## config.mk

```make
export PLATFORM = sky130hd
export DESIGN_NAME = rr_arbiter_4x2
export DESIGN_NICKNAME = d
export VERILOG_FILES = /design/src/rtl/arb_pkg.sv /design/src/rtl/rr_pick.sv /design/src/rtl/rr_arbiter_4x2.sv
export SDC_FILE = /design/constraint.sdc
export NUM_CORES = 1
export LEC_CHECK = 0
export BUFFER_PORTS_ARGS = -buffer_cell sky130_fd_sc_hd__buf_2
export CAP_MARGIN = 30
export CORE_MARGIN = 2
export CORE_UTILIZATION = 40
export DETAILED_ROUTE_END_ITERATION = 10
export GPL_ROUTABILITY_DRIVEN = 0
export HOLD_SLACK_MARGIN = 0.1
export PLACE_DENSITY = 0.55
export SETUP_SLACK_MARGIN = 0.02
export SYNTH_ARGS = -nofsm -noshare
export SYNTH_HDL_FRONTEND = slang
export SYNTH_HIERARCHICAL = 1
export SYNTH_SLANG_ARGS = --single-unit
```

## constraint.sdc

```tcl
create_clock -name clk -period 4.7 [get_ports clk]
set_clock_uncertainty 0.05 [all_clocks]
set_input_delay 0.235 -clock clk [delete_from_list [all_inputs] [get_ports clk]]
set_output_delay 0.235 -clock clk [all_outputs]
set_load 0.03 [all_outputs]
```

## src/rtl/arb_pkg.sv

```systemverilog
// Shared types and helpers for the 4-requester round-robin arbiter.
package arb_pkg;

  localparam int NUM_REQ = 4;
  localparam int IDX_W   = 2;

  typedef enum logic {
    IDLE  = 1'b0,
    GRANT = 1'b1
  } state_t;

  function automatic logic [NUM_REQ-1:0] idx_to_onehot(input logic [IDX_W-1:0] idx);
    logic [NUM_REQ-1:0] oh;
    oh      = '0;
    oh[idx] = 1'b1;
    return oh;
  endfunction

endpackage

```

## src/rtl/rr_pick.sv

```systemverilog
// Rotating-priority 4-to-2 encoder: first set req bit scanning ptr, ptr+1, ... mod 4.
// Latency: combinational. Backpressure: none, pure function of req and ptr.
module rr_pick
  import arb_pkg::*;
(
  input  logic [NUM_REQ-1:0] req,
  input  logic [IDX_W-1:0]   ptr,
  output logic [IDX_W-1:0]   win_idx,
  output logic               any
);

  logic [2*NUM_REQ-1:0] req_dbl;
  logic [NUM_REQ-1:0]   req_rot;
  logic [IDX_W-1:0]     enc;

  // Rotating right by ptr puts requester ptr at bit 0, so a fixed
  // lowest-bit-wins encoder yields the offset from ptr.
  assign req_dbl = {req, req};
  assign req_rot = req_dbl[ptr +: NUM_REQ];

  always_comb begin
    enc = '0;
    for (int i = NUM_REQ - 1; i >= 0; i--) begin
      if (req_rot[i]) enc = IDX_W'(i);
    end
  end

  // Wraps naturally in IDX_W bits.
  assign win_idx = enc + ptr;
  assign any     = |req;

endmodule

```

## src/rtl/rr_arbiter_4x2.sv

```systemverilog
// Round-robin arbiter for four requesters with registered one-hot grant, index and hold limit.
// Latency: 1 cycle req->grant; every release is followed by one dead IDLE cycle.
// Backpressure: requester holds req to keep grant; grant is revoked after MAX_HOLD cycles.
module rr_arbiter_4x2
  import arb_pkg::*;
#(
  parameter int unsigned MAX_HOLD = 8
) (
  input  logic               clk,
  input  logic               rst,
  input  logic [NUM_REQ-1:0] req,
  output logic [NUM_REQ-1:0] grant,
  output logic [IDX_W-1:0]   grant_idx,
  output logic               grant_valid,
  output logic               timeout
);

  localparam logic [7:0] MAX_HOLD_CNT = 8'(MAX_HOLD);

  state_t           state;
  logic [IDX_W-1:0] ptr;
  logic [7:0]       hold_cnt;
  logic [IDX_W-1:0] win_idx;
  logic             any;

  rr_pick u_pick (
    .req     (req),
    .ptr     (ptr),
    .win_idx (win_idx),
    .any     (any)
  );

  always_ff @(posedge clk) begin
    if (rst) begin
      state       <= IDLE;
      ptr         <= '0;
      hold_cnt    <= '0;
      grant       <= '0;
      grant_idx   <= '0;
      grant_valid <= 1'b0;
      timeout     <= 1'b0;
    end else begin
      case (state)
        IDLE: begin
          timeout <= 1'b0;
          if (any) begin
            state       <= GRANT;
            grant       <= idx_to_onehot(win_idx);
            grant_idx   <= win_idx;
            grant_valid <= 1'b1;
            hold_cnt    <= 8'd1;
          end
        end
        GRANT: begin
          if (req[grant_idx] && (hold_cnt < MAX_HOLD_CNT)) begin
            hold_cnt <= hold_cnt + 8'd1;
          end else begin
            // Voluntary or forced release; the holder drops to lowest priority.
            state       <= IDLE;
            grant       <= '0;
            grant_idx   <= '0;
            grant_valid <= 1'b0;
            timeout     <= req[grant_idx];
            ptr         <= grant_idx + IDX_W'(1);
            hold_cnt    <= '0;
          end
        end
        default: begin
          state <= IDLE;
        end
      endcase
    end
  end

endmodule
```

After elaboration in Yosys (flattened, before gate mapping):

Index checks and enable logic that the tools add are counted.

* magnitude comparators: 4
* equality and inequality tests: 2
* shift-type cells: 1
* muxes and demuxes: 25
* bitwise operators: 2
* divide/modulo/power cells: 0
* add/subtract/negate cells: 3
* multipliers: 0
* reductions and logical operators: 5

Operator list (number)
* two-way mux 8 bit: 2
* case mux 8 bit (2 select lines): 1
* two-way mux 2 bit: 6
* adder 8 x 1 -> 8 bit (second input constant): 1
* < comparator 8 x 4 -> 1 bit (second input constant): 1
* two-way mux 4 bit: 2
* case mux 4 bit (2 select lines): 1
* variable part select 8 x 3 -> 4 bit: 1
* two-way mux 1 bit: 7
* < comparator 2 x 3 -> 1 bit (second input constant): 2
* case mux 1 bit (2 select lines): 3
* != test 2 bit (second input constant): 2
* case mux 2 bit (2 select lines): 1
* AND reduction 2 bit: 2
* OR reduction 4 bit: 1
* adder 2 x 1 -> 2 bit (second input constant): 1
* adder 2 bit: 1
* binary-select mux 1 bit (select 2 bit): 1
* demux 1 bit (select 2 bit): 1
* greater-or-equal comparator 2 x 1 -> 1 bit (second input constant): 1
* logical AND 1 bit: 2
* NOT 1 bit: 2

* memory bits (read-only): 0
* output and inout port bits: 8
* latch bits: 0
* logic and storage cells: 49
* input bits: 6
* RAM bits: 0
* memories kept: 0
* register bits: 19

Depth between registers and ports, before layout:

Gate-level depths: netlist of the first run.

* depth after elaboration: 12
* gate-level depth with buffers: 10
* mapped depth without buffers: 10

Modules after synthesis:

Netlist of the first run, hierarchy kept.

By module, submodules not included
* rr_arbiter_4x2: sequential area each 380.4 µm², area each 888.4 µm², cells an instance 87, instances 1
* rr_pick: sequential area each 0.0 µm², area each 161.4 µm², cells an instance 22, instances 1

Worst setup path after synthesis of the first run:

Ideal clock, no wire load.

* path type: register to register
* start point: register ptr[1]
* end point: register grant_idx[1]
* buffers on the path: 0
* path slack: 2.778 ns
* arrival time: 1.755 ns
* period minus slack after synthesis: 1.922 ns
* required time: 4.533 ns
* cell stages (with the launch flop): 10
* setup time: 0.117 ns
* cell sequence: dfxtp_1 nand2_1 a21oi_1 o22ai_1 o21a_1 ha_1 xnor2_1 xnor2_1 mux2_2 a22o_1

* word-level cells in the longest chain between the ends: 8

RTL lines
* start: declaration: line rr_arbiter_4x2.sv:21 `logic [IDX_W-1:0] ptr;`
* start signal: assignment: line rr_arbiter_4x2.sv:64 `ptr <= grant_idx + IDX_W'(1);`
* variable part select 8 x 3 -> 4 bit: line rr_pick.sv:19 `assign req_rot = req_dbl[ptr +: NUM_REQ];`
* two-way mux 2 bit (4 in series): line rr_pick.sv:24 `if (req_rot[i]) enc = IDX_W'(i);`
* adder 2 bit (*): line rr_pick.sv:29 `assign win_idx = enc + ptr;`
* named net win_idx[1]: line rr_arbiter_4x2.sv:23 `logic [IDX_W-1:0] win_idx;`
* two-way mux 2 bit (*): line rr_arbiter_4x2.sv:46 `if (any) begin`
* case mux 2 bit (2 select lines) (*): line rr_arbiter_4x2.sv:43 `case (state)`
* end signal: assignment: line rr_arbiter_4x2.sv:49 `grant_idx <= win_idx;`
* end: declaration: line rr_arbiter_4x2.sv:13 `output logic [IDX_W-1:0] grant_idx,`

Mark *: on every way through the listed nets, which the timed path passes. The rest lies on a longest branch. The select of a mux whose other input is x is not followed.
A chain may end at the register's enable or synchronous reset.

Worst setup path in the final report of the first run:

* start point: register ptr[1]
* end point: register grant[1]

* word-level cells in the longest chain between the ends: 12
* elaborated cells between the ends (all ways): 13
* classes of those cells: 1 x add/sub; 2 x order compare; 1 x shift; 8 x mux; 1 x reduce/logical

RTL lines
* variable part select 8 x 3 -> 4 bit: line rr_pick.sv:19
* two-way mux 2 bit (4 in series): line rr_pick.sv:24
* adder 2 bit (*): line rr_pick.sv:29
* named net win_idx[1]: line rr_arbiter_4x2.sv:23
* < comparator 2 x 3 -> 1 bit (not written as such) or greater-or-equal comparator 2 x 1 -> 1 bit (tied branches): line arb_pkg.sv:15 `oh[idx] = 1'b1;`
* logical AND 1 bit (not written as such): line arb_pkg.sv:15
* two-way mux 1 bit (not written as such): line arb_pkg.sv:15
* demux 1 bit (select 2 bit) (*): line arb_pkg.sv:15
* two-way mux 4 bit (*): line rr_arbiter_4x2.sv:46
* case mux 4 bit (2 select lines) (*): line rr_arbiter_4x2.sv:43
* end signal: assignment: line rr_arbiter_4x2.sv:48 `grant <= idx_to_onehot(win_idx);`
* end: declaration: line rr_arbiter_4x2.sv:12 `output logic [NUM_REQ-1:0] grant,`

Marks and branches as above.

==> qor.csv, run 1 <==
stage;metric;value;unit
floorplan;floorplan.core_area;2477;sq um
timing;final_hold_viol_count;0;
finish;nNetsFinal;129;
timing;final_period_minus_worst_setup_slack;2.102;ns
yosys;synth_top_cells_by_area;dfxtp_1 36%, a221o_1 4.8%, buf_6 4.3%;
yosys;total_number_of_yosys_warnings;6;
hold_path;whs_path_depth;2;
yosys;synth-async-reset-ratio;0;
yosys;netlist_area;1050;sq um
cts;ctsHtreeMaxLevel;1;
yosys;synth_edf_count;0;
drt;detail_route.vias_per_cell;5.547;
drt;routed_wl;2045;microns
setup_path;worst-setup-path-type;flop to flop;
power;total_switching_power;0.1217;mW
cts;cts-resized-gates;0;
yosys;syn_nets;117;
setup_path;worst_r2r_startpoint;ptr[1];
finish;insertedDiodeCount;0;
grt;global_route.overflow_total;0;
cts;clock_tree.buffer_depth;2;
place;hpwl;1477;microns
cts;cell_chosen_for_the_clock_root;clkbuf_4;
setup_path;crit_path_max_fanout;6;
cts;insertion_delay;0.30;ns
place;buffer_ports.inserted;13;
finish;area_growth;7.032;%
grt;grt_pass1_wl;3574;microns
hold_path;min_to;hold_cnt[0];
power;comb_power_share;0.259;
floorplan;effective_utilization_at_floorplan;0.4237;
setup_path;worstRegToRegCells;9;
finish;leading_cell_type_in_the_layout_fill_and_taps_excluded;dfxtp_1;
setup_path;cp.required;4.85;ns
yosys;synth_seq_cells;19;
cts;cts_setup_buffers;0;
timing;setup_violations;0;
power;clockPowerShare;0.226;
cts;cts_tree;done;
yosys;synth_top_cell_area_share;0.3623;
timing;worst_hold_slack;0.2851;ns
grt;grt_use_total;0.1440;
yosys;synth_ff_type;dfxtp_1;
drt;remaining_drc_errors;0;
power;power_density;327.7;nW/um^2
floorplan;rows;18;
power;power_leakage;0.4525;nW
drt;drt-wirelength-per-cell;13.63;microns
setup_path;startpoint_type;flop;
finish;post_route_cells_drive_above_1_share;0.2083;
hold_path;min-delay-path-class;primary input to flop;
floorplan;floorplan.die.width;55.23;microns
setup_path;r2r-end;grant[1];
timing;max_freq;475.8;MHz
setup_path;register_to_register_setup_slack;2.60;ns
grt;grt_start_max_net_pins;24;
timing;slew_headroom;0.6688;
floorplan;io_pins;14;
hold_path;worstHoldStart;rst;
yosys;ys_seq_area_frac;0.3623;
power;power_frac_seq;0.515;
timing;number_of_slew_limit_violations_in_the_final_report;0;
power;internal_power;0.2465;mW
drt;detailedRoute.firstIterationViolations;23;
yosys;synthesis.area_per_instance;9.631;sq um
power;power_switching_share;0.3305;
timing;post-route-period-util;0.4472;
cts;cts.hold.buffers_added;0;
outcome;outcome;completed;
floorplan;floorplan.die_area;3050;sq um
timing;worstMarginPinSlew;0.4950;ns
setup_path;crit_arrival;2.25;ns
setup_path;endpoint_kind;flop;
cts;cts_buf_count;3;
timing;grt_setup_unrepaired;no;
cts;path_clk_slew;0.11;ns
drt;detailedRoute.firstPassIterationCount;4;
grt;antenna_found_initial;0;
yosys;synth_cell_type_count;41;
job;drv_cap;0;
cts;clock_sinks;19;
power;vdd_drop_max;0.0001490;V
drt;detail-route-antenna-nets;0;
finish;most_used_cells_in_the_layout_excluding_fill_and_tap_cells;19 x dfxtp_1, 13 x buf_2, 10 x nor2_1;
floorplan;die_height;55.23;microns
drt;vias;832;
yosys;yosys.area.top_type;dfxtp_1;
grt;first_global_vias;740;
timing;totalNegativeSetupSlack;0;ns
yosys;postSynthCellCount;109;
## registers in the layout (all words and copies together) (netlist names)
register,count
hold_cnt,8
grant,4
grant_idx,2
ptr,2
grant_valid,1
state,1
timeout,1
## metrics by stage
stage | instances | util | cell area (sq um) | power [mW] | worst slack [ns]
2_1_floorplan | 109 | - | 1050 | 0.2706 | 2.778
3_3_place_gp | 146 | 0.4424 | 1096 | 0.2878 | 2.622
3_5_place_dp | 146 | 0.4424 | 1096 | 0.2884 | 2.599
4_1_cts | 150 | 0.4535 | 1124 | 0.3740 | 2.589
5_1_grt | 150 | 0.4535 | 1124 | 0.3935 | 2.344
6_report | 150 | 0.4535 | 1124 | 0.3682 | 2.598
## layout make-up
type / count / area (sq um)
inverter: 3 / 11.26
fill: 270 / 1354
clock inverter: 1 / 5.005
timing repair buffer: 13 / 65.06
tap: 30 / 37.54
multi-input combinational: 81 / 601.8
clock buffer: 3 / 22.52
sequential: 19 / 380.4
## layer usage
| metal | part of all wire | vias up | global-route usage |
|---|---|---|---|
| li1 | - | 425 | - |
| met1 | 0.53 | 392 | 0.2120 |
| met2 | 0.42 | 13 | 0.2058 |
| met3 | 0.039 | 2 | 0.03044 |
| met4 | 0.0073 | 0 | 0.05226 |
| met5 | 0 | - | 0 |
## worst max path at each step
stage / slack (ns) / start / cells past startpoint / endpoint
floorplan: 2.78 / ptr[1] / 9 / grant_idx[1]
CTS: 2.59 / ptr[1] / 10 / grant[2]
global placement: 2.62 / req[2] / 10 / grant[1]
detailed placement: 2.60 / req[2] / 10 / grant[1]
finish: 2.60 / ptr[1] / 9 / grant[1]
global route: 2.34 / ptr[1] / 10 / grant[2]
## power by group through the flow
stage	Sequential [mW]	Combinational (mW)	Clock [mW]
2_1_floorplan	0.202	0.0684	0
3_3_place_gp	0.193	0.0948	0
3_5_place_dp	0.193	0.0953	0
4_1_cts	0.190	0.0957	0.0885
5_1_grt	0.193	0.105	0.0963
6_report	0.190	0.0953	0.0831
## kinds of logic after synthesis
logic type | after synthesis | synth area share
flops | 19 | 0.3623
mux | 8 | 0.09296
fa+ha+maj | 2 | 0.02383
buf+inv | 9 | 0.06436
compound gates | 21 | 0.1633
xor+xnor | 4 | 0.03337
simple gates | 46 | 0.2598
## cell usage after synthesis (2+ instances only)
library cell	number
nor4b_1	3
buf_6	4
a221o_1	5
nor2b_1	5
and3_1	2
nand3b_1	2
nand2b_1	2
mux2_2	3
mux2i_1	3
nor3_1	3
nor2_1	10
o211ai_1	2
a21oi_1	3
and2b_1	3
dfxtp_1	19
ha_1	2
nand2_1	7
xnor2_1	4
o31ai_1	2
nor3b_1	2
inv_1	3
## worst max-delay path: stages, from the launching register on
cell and delay (ns):
dfxtp_1 0.43, nand2_1 0.07, a21oi_1 0.14, o22ai_1 0.09, o21a_1 0.17, ha_1 0.18, xnor2_1 0.13, xnor2_1 0.31
inv_1 0.10, a221o_1 0.32
No activity file was read; power rests on OpenSTA's default activity.
==> inputs of run 2 (changes only) <==
--- a/config.mk
+++ b/config.mk
@@ -5,6 +5,7 @@
 export SDC_FILE = /design/constraint.sdc
 export NUM_CORES = 1
 export LEC_CHECK = 0
+export ABC_AREA = 1
 export BUFFER_PORTS_ARGS = -buffer_cell sky130_fd_sc_hd__buf_2
 export CAP_MARGIN = 30
 export CORE_MARGIN = 2
@@ -12,7 +13,7 @@
 export DETAILED_ROUTE_END_ITERATION = 10
 export GPL_ROUTABILITY_DRIVEN = 0
 export HOLD_SLACK_MARGIN = 0.1
-export PLACE_DENSITY = 0.55
+export PLACE_DENSITY = 0.57
 export SETUP_SLACK_MARGIN = 0.02
 export SYNTH_ARGS = -nofsm -noshare
 export SYNTH_HDL_FRONTEND = slang
==> constraint.sdc (replaced) <==
create_clock -name clk -period 1.78 [get_ports clk]
set_clock_uncertainty 0.05 [all_clocks]
set_input_delay 0.089 -clock clk [delete_from_list [all_inputs] [get_ports clk]]
set_output_delay 0.089 -clock clk [all_outputs]
set_load 0.03 [all_outputs]
==> qor.csv, run 2 <==
stage;metric;value;unit
cts;ctsHtreeMaxLevel;1;
drt;remaining_drc_errors;0;
drt;detail_route.vias_per_cell;4.945;
timing;post-route-period-util;1.039;
yosys;synth_cell_type_count;23;
setup_path;worst_r2r_startpoint;ptr[0];
floorplan;effective_utilization_at_floorplan;0.4143;
finish;multiInputGateArea;626.9;sq um
yosys;synth_area_in_simple_gates;0.4098;
yosys;synth_ff_type;dfxtp_1;
timing;number_of_slew_limit_violations_in_the_final_report;0;
floorplan;floorplan.die.width;53.96;microns
finish;post_route_cells_drive_above_1_share;0.3647;
yosys;synthAdderAreaFrac;0.02506;
yosys;netlist_top_cells_count;45 x nand2_1, 19 x dfxtp_1, 19 x nand3_1, 15 x nor2_1, 13 x inv_1;
grt;grt_use_total;0.1782;
timing;grt_setup_unrepaired;yes;
finish;fillerInstances;242;
timing;max_freq;540.7;MHz
setup_path;worstPathBufferInverterCount;4;
timing;slew_headroom;0.7844;
place;hpwl;1624;microns
yosys;synth_most_common_cell;nand2_1;
setup_path;worstRegToRegCells;15;
setup_path;critical_path.top_delay_family;simple AND/OR/NAND/NOR gates;
yosys;synth_seq_cells;19;
setup_path;register_to_register_setup_slack;-0.07;ns
finish;leading_cell_type_in_the_layout_fill_and_taps_excluded;nand2_1;
drt;detailedRoute.firstIterationViolations;16;
grt;global_route.overflow_total;0;
floorplan;io_pins;14;
timing;final_period_minus_worst_setup_slack;1.850;ns
setup_path;startpoint_type;flop;
setup_path;cp_cell_sequence;nand2_1 -> nand3_2 -> nand2_2 -> buf_4 -> buf_4 -> buf_4 -> buf_4 -> nand2_2 -> nand2_1 -> nand2_1 -> nand2_4 -> nand3_1 -> nand3_1 -> nand2_1 -> nor2_1;
floorplan;floorplan.core_area;2410;sq um
floorplan;rows;18;
grt;grt_pass1_wl;3691;microns
yosys;synth-async-reset-ratio;0;
cts;path_clk_slew;0.12;ns
yosys;post_synth_xor_area_fraction;0.01754;
cts;insertion_delay;0.31;ns
finish;design_area;1286;sq um
hold_path;worstHoldStart;req[1];
place;buffer_ports.inserted;13;
power;vdd_drop_max;0.0005967;V
setup_path;cp.required;1.94;ns
setup_path;critical_path_cell_count;15;
timing;setup_violations;3;
yosys;synthesis.area_per_instance;6.839;sq um
place;place_ws;-0.1370;ns
drt;detail-route-antenna-nets;0;
cts;clock_tree.buffer_depth;2;
setup_path;r2r-end;grant[3];
cts;cts_tree;done;
finish;nNetsFinal;179;
cts;clock_sinks;19;
setup_path;endpoint_kind;flop;
setup_path;worst_setup_path_endpoint;grant[3];
finish;largest-register;hold_cnt;
yosys;synth_compound_gate_area_share;0.08396;
floorplan;die_height;53.96;microns
setup_path;worst_setup_path_startpoint;ptr[0];
yosys;synth_top_cells_by_area;dfxtp_1 38%, nand2_1 17%, nand3_1 9.5%;
grt;first_global_vias;881;
timing;final_hold_viol_count;0;
finish;final_util;0.5337;
setup_path;crit_path_max_fanout;6;
power;power_density;966.7;nW/um^2
timing;post_layout_worst_setup_margin;-0.06960;ns
setup_path;slowest_stage;dfxtp_4;
cts;cell_chosen_for_the_clock_root;clkbuf_4;
yosys;postSynthCellCount;146;
cts;cts_buf_count;3;
setup_path;worst-setup-path-type;flop to flop;
yosys;synth_top_cell_area_share;0.3810;
floorplan;floorplan.die_area;2912;sq um
yosys;multiplexer_fraction_of_the_synthesized_cell_area;0;
yosys;netlist_area;998.5;sq um
drt;vias;989;
drt;detailedRoute.firstPassIterationCount;4;
yosys;total_number_of_yosys_warnings;6;
finish;area_growth;28.82;%
setup_path;crit_arrival;2.01;ns
grt;antenna_found_initial;0;
finish;stdcell_count;200;
finish;largest_reg_flops;8;
finish;insertedDiodeCount;0;
power;power.total;1.243;mW
place;dpl-instance-area;1125;sq um
power;power_leakage;0.6162;nW
finish;most_used_cells_in_the_layout_excluding_fill_and_tap_cells;38 x nand2_1, 17 x dfxtp_1, 15 x nor2_1;
yosys;synth_top_family_by_area;simple AND/OR/NAND/NOR gates;
outcome;outcome;finished with violations;
hold_path;min-delay-path-class;primary input to flop;
timing;totalNegativeSetupSlack;-0.1363;ns
finish;reg.largest.list;hold_cnt: 8 flops, grant: 4 flops;
outcome;failed_checks;negative setup slack;
place;dp.cells;191;
timing;worst_hold_slack;0.3255;ns
yosys;synth_edf_count;0;
finish;area.sequential;385.4;sq um
drt;routed_wl;2241;microns
yosys;syn_nets;154;
grt;grt_start_max_net_pins;14;
yosys;yosys.area.top_type;dfxtp_1;
drt;drt-wirelength-per-cell;11.21;microns
timing;worstMarginPinSlew;0.3229;ns
yosys;ys_seq_area_frac;0.3810;
job;drv_cap;0;
setup_path;cp_slowest_stage_delay;0.41;ns
-- run 2: worst min path at each step --
stage                  end  slack (ns)  cells after the start
3_3_place_gp   hold_cnt[6]        0.37                      2
6_report           timeout        0.33                      7
5_1_grt            timeout        0.37                      7
2_1_floorplan     grant[0]        0.11                      1
4_1_cts            timeout        0.31                      7
3_5_place_dp   hold_cnt[7]        0.38                      2
-- run 2: what timing repair did --
item                                   CTS  global route
endpoints found under the hold margin   12             0
resized for setup                       18             5
buffers inserted                         3             1
pin swaps                                8             5
setup endpoints to repair                5             5
hold buffers                             1             0
-- run 2: layout make-up --
class / count / share of cell area
sequential: 19 / 0.2996
inverter: 18 / 0.05642
tap: 30 / 0.02918
timing repair buffer: 22 / 0.1051
clock buffer: 3 / 0.01751
multi-input combinational: 107 / 0.4874
clock inverter: 1 / 0.004864
-- run 2: kinds of logic (layout without fill, tap and decap cells) --
kind of cell,Yosys count,after routing
AO/OA/AOI/OAI,14,14
buffers and inverters,20,44
XOR/XNOR,2,2
adder cells (fa/ha/maj),2,2
flip-flops,19,19
AND/OR/NAND/NOR,89,89
-- run 2: power by group --
group | internal (mW) | switching (mW)
Clock | 0.0871 | 0.147
Sequential | 0.469 | 0.0473
Combinational | 0.192 | 0.301
-- run 2: worst reg2reg max path, delay by kind of cell, from the launching register on --
kind                   cells  cell delay (ns)
AND/OR/NAND/NOR           11             0.81
buffers and inverters      4             0.49
flip-flops                 1             0.41
-- run 2: layer usage --
metal	routed length, microns	up-vias	part of all wire	GRT usage
li1	-	514	-	-
met1	1063	457	0.47	0.2172
met2	1086	16	0.48	0.3028
met3	74	2	0.033	0.05278
met4	16	0	0.0071	0.04701
met5	0	-	0	0
==> inputs of run 3 (changes only) <==
--- a/config.mk
+++ b/config.mk
@@ -12,9 +12,8 @@
 export CORE_UTILIZATION = 40
 export DETAILED_ROUTE_END_ITERATION = 10
 export GPL_ROUTABILITY_DRIVEN = 0
-export HOLD_SLACK_MARGIN = 0.1
-export PLACE_DENSITY = 0.57
-export SETUP_SLACK_MARGIN = 0.02
+export HOLD_SLACK_MARGIN = 0.12
+export PLACE_DENSITY = 0.55
 export SYNTH_ARGS = -nofsm -noshare
 export SYNTH_HDL_FRONTEND = slang
 export SYNTH_HIERARCHICAL = 1
==> constraint.sdc (replaced) <==
create_clock -name clk -period 1.9 [get_ports clk]
set_clock_uncertainty 0.05 [all_clocks]
set_input_delay 0.095 -clock clk [delete_from_list [all_inputs] [get_ports clk]]
set_output_delay 0.095 -clock clk [all_outputs]
set_load 0.03 [all_outputs]
==> qor.csv, run 3 (synthesis gave the netlist of run 2 again) <==
stage;metric;value;unit
timing;slew_headroom;0.7942;
drt;detailedRoute.firstPassIterationCount;5;
grt;first_global_vias;900;
setup_path;cp_cell_sequence;nand2_1 -> nand3_2 -> nand2_2 -> nand3_2 -> a21boi_2 -> ha_2 -> xor2_2 -> inv_1 -> nand3_2 -> nand2_2 -> buf_4 -> nand3_1 -> a21oi_1;
finish;area_growth;29.32;%
outcome;outcome;completed;
finish;most_used_cells_in_the_layout_excluding_fill_and_tap_cells;36 x nand2_1, 17 x dfxtp_1, 15 x nor2_1;
drt;drt-wirelength-per-cell;11.12;microns
setup_path;cp.required;2.03;ns
setup_path;slowest_stage;dfxtp_4;
power;power_density;890.6;nW/um^2
timing;grt_setup_unrepaired;yes;
grt;grt_pass1_wl;3684;microns
timing;post-route-period-util;0.9657;
job;drv_cap;0;
cts;clock_tree.buffer_depth;2;
power;comb_power_share;0.408;
power;power_leakage;0.6166;nW
finish;largest_reg_flops;8;
timing;worstMarginPinSlew;0.3048;ns
hold_path;min-delay-path-class;primary input to flop;
place;dp.cells;193;
floorplan;floorplan.die_area;2912;sq um
timing;setup_violations;0;
setup_path;critical_path.most_common_cell;nand3_2;
floorplan;floorplan.core_area;2410;sq um
drt;detail-route-antenna-nets;0;
finish;leading_cell_type_in_the_layout_fill_and_taps_excluded;nand2_1;
drt;detailedRoute.firstIterationViolations;19;
cts;cts_tree;done;
drt;detail_route.vias_per_cell;5.000;
finish;stdcell_count;201;
grt;antenna_found_initial;0;
finish;nNetsFinal;180;
floorplan;io_pins;14;
setup_path;crit_path_max_fanout;6;
cts;clock_sinks;19;
power;clockPowerShare;0.171;
grt;grt_start_max_net_pins;14;
timing;max_freq;545.0;MHz
power;vdd_drop_max;0.0005603;V
floorplan;die_height;53.96;microns
cts;path_clk_slew;0.10;ns
grt;global_route.overflow_total;0;
finish;area.sequential;385.4;sq um
floorplan;effective_utilization_at_floorplan;0.4143;
floorplan;floorplan.die.width;53.96;microns
finish;reg.largest.list;hold_cnt: 8 flops, grant: 4 flops;
timing;final_hold_viol_count;0;
setup_path;crit_arrival;1.97;ns
finish;largest-register;hold_cnt;
place;place_ws;-0.08611;ns
power;power.total;1.150;mW
floorplan;rows;18;
timing;final_period_minus_worst_setup_slack;1.835;ns
power;power_frac_seq;0.422;
drt;routed_wl;2236;microns
setup_path;critical_path.top_delay_family;simple AND/OR/NAND/NOR gates;
cts;cell_chosen_for_the_clock_root;clkbuf_4;
finish;final_util;0.5358;
drt;remaining_drc_errors;0;
setup_path;worstPathBufferInverterCount;2;
timing;post_layout_worst_setup_margin;0.06520;ns
grt;grt_use_total;0.1734;
place;buffer_ports.inserted;13;
setup_path;worst-setup-path-type;flop to flop;
finish;multiInputGateArea;626.9;sq um
power;internal_power;0.7098;mW
setup_path;endpoint_kind;flop;
power;power_switching_share;0.3828;
cts;cts_buf_count;3;
power;total_switching_power;0.4402;mW
cts;ctsHtreeMaxLevel;1;
finish;post_route_cells_drive_above_1_share;0.3743;
timing;number_of_slew_limit_violations_in_the_final_report;0;
cts;insertion_delay;0.29;ns
finish;insertedDiodeCount;0;
setup_path;cp_slowest_stage_delay;0.39;ns
drt;vias;1005;
timing;totalNegativeSetupSlack;0;ns
finish;fillerInstances;227;
place;hpwl;1610;microns
setup_path;startpoint_type;flop;
run 3: final timing paths:
check	start	slack, ns	cells after the start	end
worst max-delay path	ptr[0]	0.07	13	grant[2]
worst min register to register	hold_cnt[4]	0.39	2	hold_cnt[4]
worst max register to register	ptr[0]	0.07	13	grant[2]
worst min-delay path	req[3]	0.33	7	timeout
run 3: layout make-up:
cell class,count,area share
Sequential cell,19,0.2984
Clock buffer,4,0.02035
Multi-Input combinational cell,107,0.4855
Tap cell,30,0.02907
Timing Repair Buffer,23,0.1105
Inverter,18,0.05620
run 3: power by group through the flow:
stage                     Combinational, mW  Clock, mW  Sequential, mW
after floorplan                       0.238          0           0.531
after global placement                0.393          0           0.485
after detailed placement              0.392          0           0.488
after CTS                             0.422      0.211           0.482
after global routing                  0.530      0.224           0.493
final                                 0.469      0.196           0.485
run 3: per-layer routing:
layer / track usage / vias up / share of wire
met5: 0 / - / 0
met4: 0.05128 / 0 / 0.013
met3: 0.03333 / 6 / 0.033
met2: 0.3049 / 24 / 0.52
met1: 0.2119 / 457 / 0.43
li1: - / 518 / -
run 3: metrics by stage:
stage          cell area [sq um]  hold slack (ns)
5_1_grt                     1291           0.3770
3_3_place_gp                1131           0.3753
4_1_cts                     1210           0.3215
6_report                    1291           0.3259
3_5_place_dp                1131           0.3798
2_1_floorplan              998.5           0.1141
run 3: worst register-to-register path: cells and delay by family, from the launching register on:
| kind | cells | cell delay, ns |
|---|---|---|
| and+or+nand+nor | 7 | 0.57 |
| DFF | 1 | 0.39 |
| adders and majority gates | 1 | 0.20 |
| buffers and inverters | 2 | 0.20 |
| AOI/OAI and AO/OA | 2 | 0.18 |
| xor gates and xnor gates | 1 | 0.15 |
run 3: repair_timing:
item                       4_1_cts  5_1_grt
setup endpoints to repair        5        5
hold buffers                     1        0
buffers inserted                 3        0
pin swaps                        8        7
resized for setup                8       21
hold endpoints to repair        12        0
